File: src/rtl/ms_feeder_pkg.sv
// Shared types and helpers for the multiplier-switch feeder.
// Holds the FSM encoding, default sizing and lane-slice helpers.
package ms_feeder_pkg;

    typedef enum logic [2:0] {
        ST_IDLE,
        ST_LOAD,
        ST_STREAM,
        ST_DRAIN,
        ST_DONE
    } state_t;

    localparam int DEF_NUM_MS       = 8;
    localparam int DEF_IN_DATA_TYPE = 16;
    localparam int DEF_LEN_W        = 8;
    localparam int DEF_MULT_LAT     = 2;

    function automatic int lane_lo(input int k, input int w);
        return k * w;
    endfunction

    // Drain counter must reach MULT_LAT, i.e. hold MULT_LAT+1 distinct values.
    function automatic int drain_w(input int lat);
        return $clog2(lat + 2);
    endfunction

endpackage

File: src/rtl/ms_lane_drive.sv
// One switch lane: registered valid, stationary and data.
// Data only updates on a load; valid/stationary re-evaluate every cycle.
module ms_lane_drive #(
    parameter int W = 16
) (
    input  logic         CLK,
    input  logic         rst,
    input  logic         i_load,
    input  logic         i_stat_sel,
    input  logic         i_en,
    input  logic [W-1:0] i_data,
    output logic         o_valid,
    output logic         o_stationary,
    output logic [W-1:0] o_data
);

    logic         r_valid;
    logic         r_stat;
    logic [W-1:0] r_data;

    always_ff @(posedge CLK) begin
        if (rst) begin
            r_valid <= 1'b0;
            r_stat  <= 1'b0;
            r_data  <= '0;
        end else begin
            r_valid <= i_load & i_en;
            r_stat  <= i_load & i_en & i_stat_sel;
            if (i_load) begin
                r_data <= i_data;
            end
        end
    end

    assign o_valid      = r_valid;
    assign o_stationary = r_stat;
    assign o_data       = r_data;

endmodule

File: src/rtl/ms_feeder.sv
// Job sequencer feeding a row of multiplier switches:
// one stationary beat, N streaming beats, then a fixed drain.
module ms_feeder
    import ms_feeder_pkg::*;
#(
    parameter int NUM_MS       = DEF_NUM_MS,
    parameter int IN_DATA_TYPE = DEF_IN_DATA_TYPE,
    parameter int LEN_W        = DEF_LEN_W,
    parameter int MULT_LAT     = DEF_MULT_LAT
) (
    input  logic                           CLK,
    input  logic                           rst,
    input  logic                           i_start,
    input  logic [LEN_W-1:0]               i_num_stream,
    input  logic [NUM_MS-1:0]              i_ms_mask,
    input  logic                           i_src_valid,
    input  logic [NUM_MS*IN_DATA_TYPE-1:0] i_src_data,
    output logic                           o_src_ready,
    output logic [NUM_MS-1:0]              o_ms_valid,
    output logic [NUM_MS*IN_DATA_TYPE-1:0] o_ms_data,
    output logic [NUM_MS-1:0]              o_ms_stationary,
    output logic                           o_busy,
    output logic                           o_done
);

    localparam int DW = drain_w(MULT_LAT);

    state_t              r_state;
    logic [LEN_W-1:0]    r_num;
    logic [LEN_W-1:0]    r_cnt;
    logic [NUM_MS-1:0]   r_mask;
    logic [DW-1:0]       r_drain;
    logic                r_busy;
    logic                r_done;

    logic                w_ready;
    logic                w_xfer;
    logic                w_stat_sel;
    logic [LEN_W-1:0]    w_cnt_nxt;
    logic                w_last;

    always_comb begin
        w_ready    = (r_state == ST_LOAD) || (r_state == ST_STREAM);
        w_xfer     = i_src_valid && w_ready;
        w_stat_sel = (r_state == ST_LOAD);
        w_cnt_nxt  = r_cnt + 1'b1;
        w_last     = (w_cnt_nxt == r_num);
    end

    // r_cnt never exceeds r_num, so w_cnt_nxt cannot wrap before w_last fires.
    always_ff @(posedge CLK) begin
        if (rst) begin
            r_state <= ST_IDLE;
            r_num   <= '0;
            r_cnt   <= '0;
            r_mask  <= '0;
            r_drain <= '0;
            r_busy  <= 1'b0;
            r_done  <= 1'b0;
        end else begin
            r_done <= 1'b0;
            unique case (r_state)
                ST_IDLE: begin
                    if (i_start) begin
                        r_state <= ST_LOAD;
                        r_num   <= i_num_stream;
                        r_mask  <= i_ms_mask;
                        r_cnt   <= '0;
                        r_busy  <= 1'b1;
                    end
                end
                ST_LOAD: begin
                    if (w_xfer) begin
                        r_drain <= '0;
                        if (r_num == '0) begin
                            r_state <= ST_DRAIN;
                        end else begin
                            r_state <= ST_STREAM;
                        end
                    end
                end
                ST_STREAM: begin
                    if (w_xfer) begin
                        r_cnt <= w_cnt_nxt;
                        if (w_last) begin
                            r_state <= ST_DRAIN;
                            r_drain <= '0;
                        end
                    end
                end
                ST_DRAIN: begin
                    if (r_drain == DW'(MULT_LAT)) begin
                        r_state <= ST_DONE;
                        r_done  <= 1'b1;
                    end else begin
                        r_drain <= r_drain + 1'b1;
                    end
                end
                ST_DONE: begin
                    r_state <= ST_IDLE;
                    r_busy  <= 1'b0;
                end
                default: begin
                    r_state <= ST_IDLE;
                    r_busy  <= 1'b0;
                end
            endcase
        end
    end

    for (genvar k = 0; k < NUM_MS; k++) begin : g_lane
        ms_lane_drive #(
            .W(IN_DATA_TYPE)
        ) u_lane (
            .CLK         (CLK),
            .rst         (rst),
            .i_load      (w_xfer),
            .i_stat_sel  (w_stat_sel),
            .i_en        (r_mask[k]),
            .i_data      (i_src_data[lane_lo(k, IN_DATA_TYPE) +: IN_DATA_TYPE]),
            .o_valid     (o_ms_valid[k]),
            .o_stationary(o_ms_stationary[k]),
            .o_data      (o_ms_data[lane_lo(k, IN_DATA_TYPE) +: IN_DATA_TYPE])
        );
    end

    assign o_src_ready = w_ready;
    assign o_busy      = r_busy;
    assign o_done      = r_done;

endmodule

File: config.mk
export PLATFORM = sky130hd
export DESIGN_NAME = ms_feeder
export DESIGN_NICKNAME = d
export VERILOG_FILES = /design/src/rtl/ms_feeder_pkg.sv /design/src/rtl/ms_lane_drive.sv /design/src/rtl/ms_feeder.sv
export SDC_FILE = /design/constraint.sdc
export NUM_CORES = 1
export LEC_CHECK = 0
export ABC_AREA = 1
export CORE_UTILIZATION = 42
export DETAILED_ROUTE_END_ITERATION = 10
export GPL_ROUTABILITY_DRIVEN = 0
export PLACE_DENSITY = 0.81
export REMOVE_ABC_BUFFERS = 1
export SLEW_MARGIN = 20
export SYNTH_ARGS = -nofsm -noshare
export SYNTH_HDL_FRONTEND = slang
export SYNTH_SLANG_ARGS = --single-unit
File: constraint.sdc
create_clock -name CLK -period 2.15 [get_ports CLK]
set_input_delay 0.43 -clock CLK [delete_from_list [all_inputs] [get_ports CLK]]
set_output_delay 0.43 -clock CLK [all_outputs]
set_load 0.01 [all_outputs]
==> metrics, run 1 <==
top cell type's share of synthesized area 53.5%; 1st-iter DRT viols roughly 340; Slew @ Worst Pin 0.359 ns; Synth area leaders dfxtp_1 54%, nor2_1 15%, o21ai_0 8.7%; CP most frequent cell inv_2; RSZ-0062 raised after global routing no; WP depth 6; fmax a little over 500 MHz; Worst Path Buf+Inv 3; vias in the first global route 5968; Core Util, Final approximately 67%; Clock Sinks roughly 180; status complete, no violations; Die Area 16100 um^2; Die X 127 um; Main synth FF type dfxtp_1; post-layout minimum cycle time 1.96 ns; hpwl dp approximately 13000 um; DRT Pass-1 Iters 5; Worst Path Required 1.72 ns; power density over the cells between 1000 and 1500 nW/um^2; kind of critical path reg2out; number of distinct library cells after synthesis 30; largest net degree at the start of global routing 62; IO Count approximately 300; std cell rows 45; initial antenna violation count 0; CTS clk-pin slew, worst paths 0.07 ns; Final Hold Fails 0; # setup viols final 0; port bufs around 290; TritonCTS buffer count 17; worst vdd ir 857 uV; CP Cell Sequence nor2_2 > inv_2 > nor2_4 > inv_2 > nand2_2 > dlygate4sd2_1; Hold/Removal Path Class reg2reg; Netlist Area Pre-Place roughly 6500 um^2; drt drc 0; Min-Delay Path Depth 2; buffers inserted by post-CTS timing repair 0; clk_skew 0.0118 ns; Total GRT Usage about a quarter; diode count 0; cell with the most instances after synthesis nor2_1; FF+latch count, synth between 150 and 200; Critical Path AT around 1.5 ns; crit end category output pin; reg-to-reg critical path startpoint r_cnt[0]; slowest stage delay, CP 0.37 ns; post-synthesis sequential area ratio 53.5%; Worst path slowest cell dfxtp_1; Initial Util a little over two fifths; Non-Filler Instances 1303; nets@finish between 1000 and 1500; crit start category flip-flop; Worst-Skew Late Latency 0.42 ns; area of placed instances 9550 um^2; Area Overhead vs Synth 55.4%; Slew headroom 75.8%; Via Count 6334; Final ANT Viol Nets 0; leak pwr 3.87 nW; Overall Power 12.5 mW; TritonCTS clock tree built; routed vias/inst 4.86; grt ovf 0; Synth Instances 840; Post-synth top cells 270 x nor2_1, 175 x dfxtp_1, 114 x o21ai_0; final instance area 10200 um^2; largest fanout on the critical path 4; H-tree depth 4; root buffer cell clkbuf_16; fin crit share 91.3%; fill count 1272; Final Routed Wirelength 18500 um; share of layout cells above drive strength 1 between 6 and 7%; top cell type by total area after synthesis dfxtp_1; number of synthesized flops with an enable pin 0; R2R depth 12; CP top delay family buffers and inverters; routed wire length per instance 14.2 um; WHS Endpoint g_lane[1].u_lane.o_valid; CTS Buffer Depth 2; Pins Over Slew Limit 0; Syn Area/Cell 7.79 um^2; total of max-cap violations 0; first-pass GRT wire length between 20000 and 30000 um; placed insts around 1300; warnings from Yosys 0; Critical R2R Capture r_drain[1]; asr flop ratio synth 0%; R2R setup slack 0.27 ns; core area 15200 um^2; Die Y 127 um; hold wc startpoint r_mask[1]
-- layout make-up --
| class | count | area, um^2 | share of cell area (%) |
|---|---|---|---|
| sequential | 175 | 3500 | 34.4 |
| timing repair buffer | 310 | 3150 | 31.0 |
| multi-input combinational | 556 | 2510 | 24.7 |
| clock buffer | 18 | 429 | 4.22 |
| tap | 188 | 235 | 2.31 |
| clock inverter | 14 | 180 | 1.77 |
| inverter | 42 | 161 | 1.59 |
-- flip-flops by register name, summed over array words and instances (netlist names) --
signal	cells
g_lane.u_lane.o_valid	8
g_lane.u_lane.o_data	128
r_num	8
r_mask	8
g_lane.u_lane.o_stationary	8
r_drain	2
r_state	3
o_done	1
o_busy	1
r_cnt	8
-- metrics by stage --
stage	setup slack (ns)	TNS, ns	hold WS (ns)
2_1_floorplan	-1.81	-236.03	0.442
3_3_place_gp	0.236	0	0.459
3_5_place_dp	0.182	0	0.461
4_1_cts	0.169	0	0.475
5_1_grt	0.0882	0	0.499
6_report	0.187	0	0.476
-- per-layer routing --
layer	GRT usage (%)	wire length, um	vias to the layer above
met5	0	0	-
met4	8.75	506	0
met3	10.5	1740	30
met2	39.7	9160	233
met1	25.4	7060	2862
li1	-	-	3209
-- power breakdown --
group	internal (mW)	switching (mW)	total, mW
Clock	1.85	1.33	3.19
Sequential	4.14	0.444	4.59
Combinational	2.35	2.35	4.71
-- tightest hold or removal path: stages (launching register included) --
cell and delay [ns]:
dfxtp_1 0.30, inv_1 0.08, nor3_1 0.06
-- how the worst max path moves through the flow --
stage,endpoint,slack [ns],start
2_1_floorplan,g_lane[0].u_lane.o_data[10],-1.81,r_state[2]
3_3_place_gp,g_lane[7].u_lane.o_data[15],0.24,i_src_valid
3_5_place_dp,g_lane[5].u_lane.o_data[12],0.18,i_src_valid
4_1_cts,o_src_ready,0.17,r_state[2]
5_1_grt,o_src_ready,0.09,r_state[2]
6_report,o_src_ready,0.19,r_state[2]
-- kinds of logic (layout without fill, tap and decap cells) --
family,Yosys count,in the layout,share of synthesized area [%]
xor+xnor,1,1,0.134
fa+ha+maj,2,2,0.382
simple gates,374,374,23.8
buf+inv,109,384,8.32
compound gates,179,179,13.8
flops,175,175,53.5
-- placed cells by master, fill, tap and decap left out, types with 4 or more instances in the layout --
| cell type | Yosys | routed |
|---|---|---|
| buf_12 | 0 | 7 |
| nor2_1 | 270 | 270 |
| dfxtp_1 | 175 | 175 |
| nor3_1 | 10 | 10 |
| nand2_1 | 41 | 41 |
| nor2_4 | 4 | 5 |
| a21oi_1 | 29 | 29 |
| nor4_1 | 7 | 7 |
| buf_4 | 20 | 9 |
| inv_1 | 38 | 36 |
| o21ai_1 | 33 | 33 |
| clkbuf_16 | 0 | 17 |
| nand3_1 | 28 | 28 |
| o21ai_0 | 114 | 114 |
| inv_6 | 0 | 4 |
| clkdlybuf4s50_1 | 0 | 293 |
-- what timing repair did --
item	4_1_cts	5_1_grt
setup endpoints to repair	1	0
endpoints found under the hold margin	0	0
hold buffers	0	0
gates resized for setup	3	0
No activity file was read; power rests on OpenSTA's default activity.
==> inputs of run 2 (changes only) <==
CORE_ASPECT_RATIO = 1.25   (was not set)
==> metrics, run 2 (synthesis gave the netlist of run 1 again) <==
post-CTS resize count 4 (was 3); CTS clk-pin slew, worst paths 0.06 ns (was 0.07 ns); power density over the cells 1240 nW/um^2 (was 1230 nW/um^2); grt ovf 0 (unchanged); std cell rows 50 (was 45); area of placed instances 9530 um^2 (was 9550 um^2); core area 15100 um^2 (was 15200 um^2); fill count 1220 (was 1272); Critical Path AT 1.49 ns (was 1.53 ns); vias in the first global route 6202 (was 5968); Slew @ Worst Pin 0.412 ns (was 0.359 ns); Slew headroom 72.6% (was 75.8%); Final ANT Viol Nets 0 (unchanged); crit start category flip-flop (unchanged); DRT Pass-1 Iters 4 (was 5); clk_skew 0.00990 ns (was 0.0118 ns); Pins Over Slew Limit 0 (unchanged); hold-fix buffers at CTS 0 (unchanged); placed insts 1288 (was 1271); routed vias/inst 4.78 (was 4.86); storage element area 3500 um^2 (about the same); # setup viols final 0 (unchanged); status complete, no violations (unchanged); total of max-cap violations 0 (unchanged); Worst-Skew Late Latency 0.42 ns (about the same); largest fanout on the critical path 4 (unchanged); 1st-iter DRT viols 317 (was 339); Total GRT Usage 24.3% (was 23.3%); Final Routed Wirelength 19300 um (was 18500 um); crit end category output pin (unchanged); multi-input logic area 2510 um^2 (unchanged); share of layout cells above drive strength 1 5.85% (was 6.28%); worst vdd ir 731 uV (was 857 uV); routed wire length per instance 14.6 um (was 14.2 um); final instance area 10200 um^2 (about the same); fin crit share 89.4% (was 91.3%); fmax 521 MHz (was 509 MHz); TritonCTS buffer count 17 (unchanged); Initial Util 43.4% (was 43.0%); largest net degree at the start of global routing 104 (was 62); drt drc 0 (unchanged); Die X 114 um (was 127 um); Core Util, Final 67.4% (was 66.9%); kind of critical path reg2out (unchanged); diode count 0 (unchanged); Final Hold Fails 0 (unchanged); hpwl dp 13900 um (was 13300 um); most frequent cells in the layout 293 x clkdlybuf4s50_1, 270 x nor2_1, 174 x dfxtp_1, 114 x o21ai_0, 41 x nand2_1 (was 293 x clkdlybuf4s50_1, 270 x nor2_1, 175 x dfxtp_1, 114 x o21ai_0, 41 x nand2_1); RSZ-0062 raised after global routing no (unchanged); nets@finish 1249 (was 1252); setup TNS 0 ns (unchanged); Area Overhead vs Synth 55.3% (was 55.4%); IO Count 295 (unchanged); first-pass GRT wire length 30500 um (was 29300 um); TritonCTS clock tree built (unchanged); Hold/Removal Path Class reg2reg (unchanged); Worst Path Required 1.72 ns (about the same); H-tree depth 4 (unchanged); buffers inserted by post-CTS timing repair 0 (unchanged); commonest non-fill, non-tap cell in the layout clkdlybuf4s50_1 (unchanged); Via Count 6304 (was 6334); Die Area 16100 um^2 (about the same); leak pwr 3.85 nW (was 3.87 nW); max reg flops 128 (unchanged); Clock Sinks 175 (unchanged); Non-Filler Instances 1319 (was 1303); root buffer cell clkbuf_16 (unchanged); CTS Buffer Depth 2 (unchanged); post-layout minimum cycle time 1.92 ns (was 1.96 ns); port bufs 294 (unchanged); Die Y 142 um (was 127 um); initial antenna violation count 0 (unchanged)
## run 2: final cells by class
type | instances | area share [%]
Sequential cell | 175 | 34.5
Timing Repair Buffer | 307 | 30.5
Multi-Input combinational cell | 556 | 24.7
Clock buffer | 22 | 4.57
Tap cell | 208 | 2.56
Inverter | 42 | 1.59
Clock inverter | 9 | 1.56
## run 2: through the flow
| stage | power [mW] | hold slack (ns) | setup WS (ns) |
|---|---|---|---|
| final | 12.6 | 0.471 | 0.229 |
| after CTS | 12.7 | 0.475 | 0.200 |
| after global placement | 9.28 | 0.458 | 0.306 |
| after floorplan | 6.86 | 0.442 | -1.81 |
| after detailed placement | 9.38 | 0.462 | 0.245 |
| after global routing | 13.3 | 0.500 | 0.122 |
## run 2: critical path, stage by stage (launching register included)
cell and delay, ns:
dfxtp_1 0.36, nor2_2 0.13, inv_2 0.07, nor2_4 0.11, inv_2 0.06, nand2_2 0.08, dlygate4sd2_1 0.28
## run 2: routing by layer
metal	track usage, %	up-vias	routed length (um)
li1	-	3196	-
met1	25.0	2832	7250
met2	42.6	224	9640
met3	9.14	52	1550
met4	13.2	0	869
met5	0	-	0
## run 2: final timing paths
| check | from | endpoint | slack (ns) | cells past startpoint |
|---|---|---|---|---|
| max reg2reg | r_cnt[0] | r_drain[0] | 0.30 | 12 |
| max | r_state[2] | o_src_ready | 0.23 | 6 |
| min reg2reg | r_mask[3] | g_lane[3].u_lane.o_valid | 0.47 | 2 |
| min | r_mask[3] | g_lane[3].u_lane.o_valid | 0.47 | 2 |
## run 2: report_power, final
part	switching (mW)	total [mW]	internal, mW
logic	2.37	4.70	2.33
clock network	1.24	3.25	2.01
registers	0.461	4.61	4.15
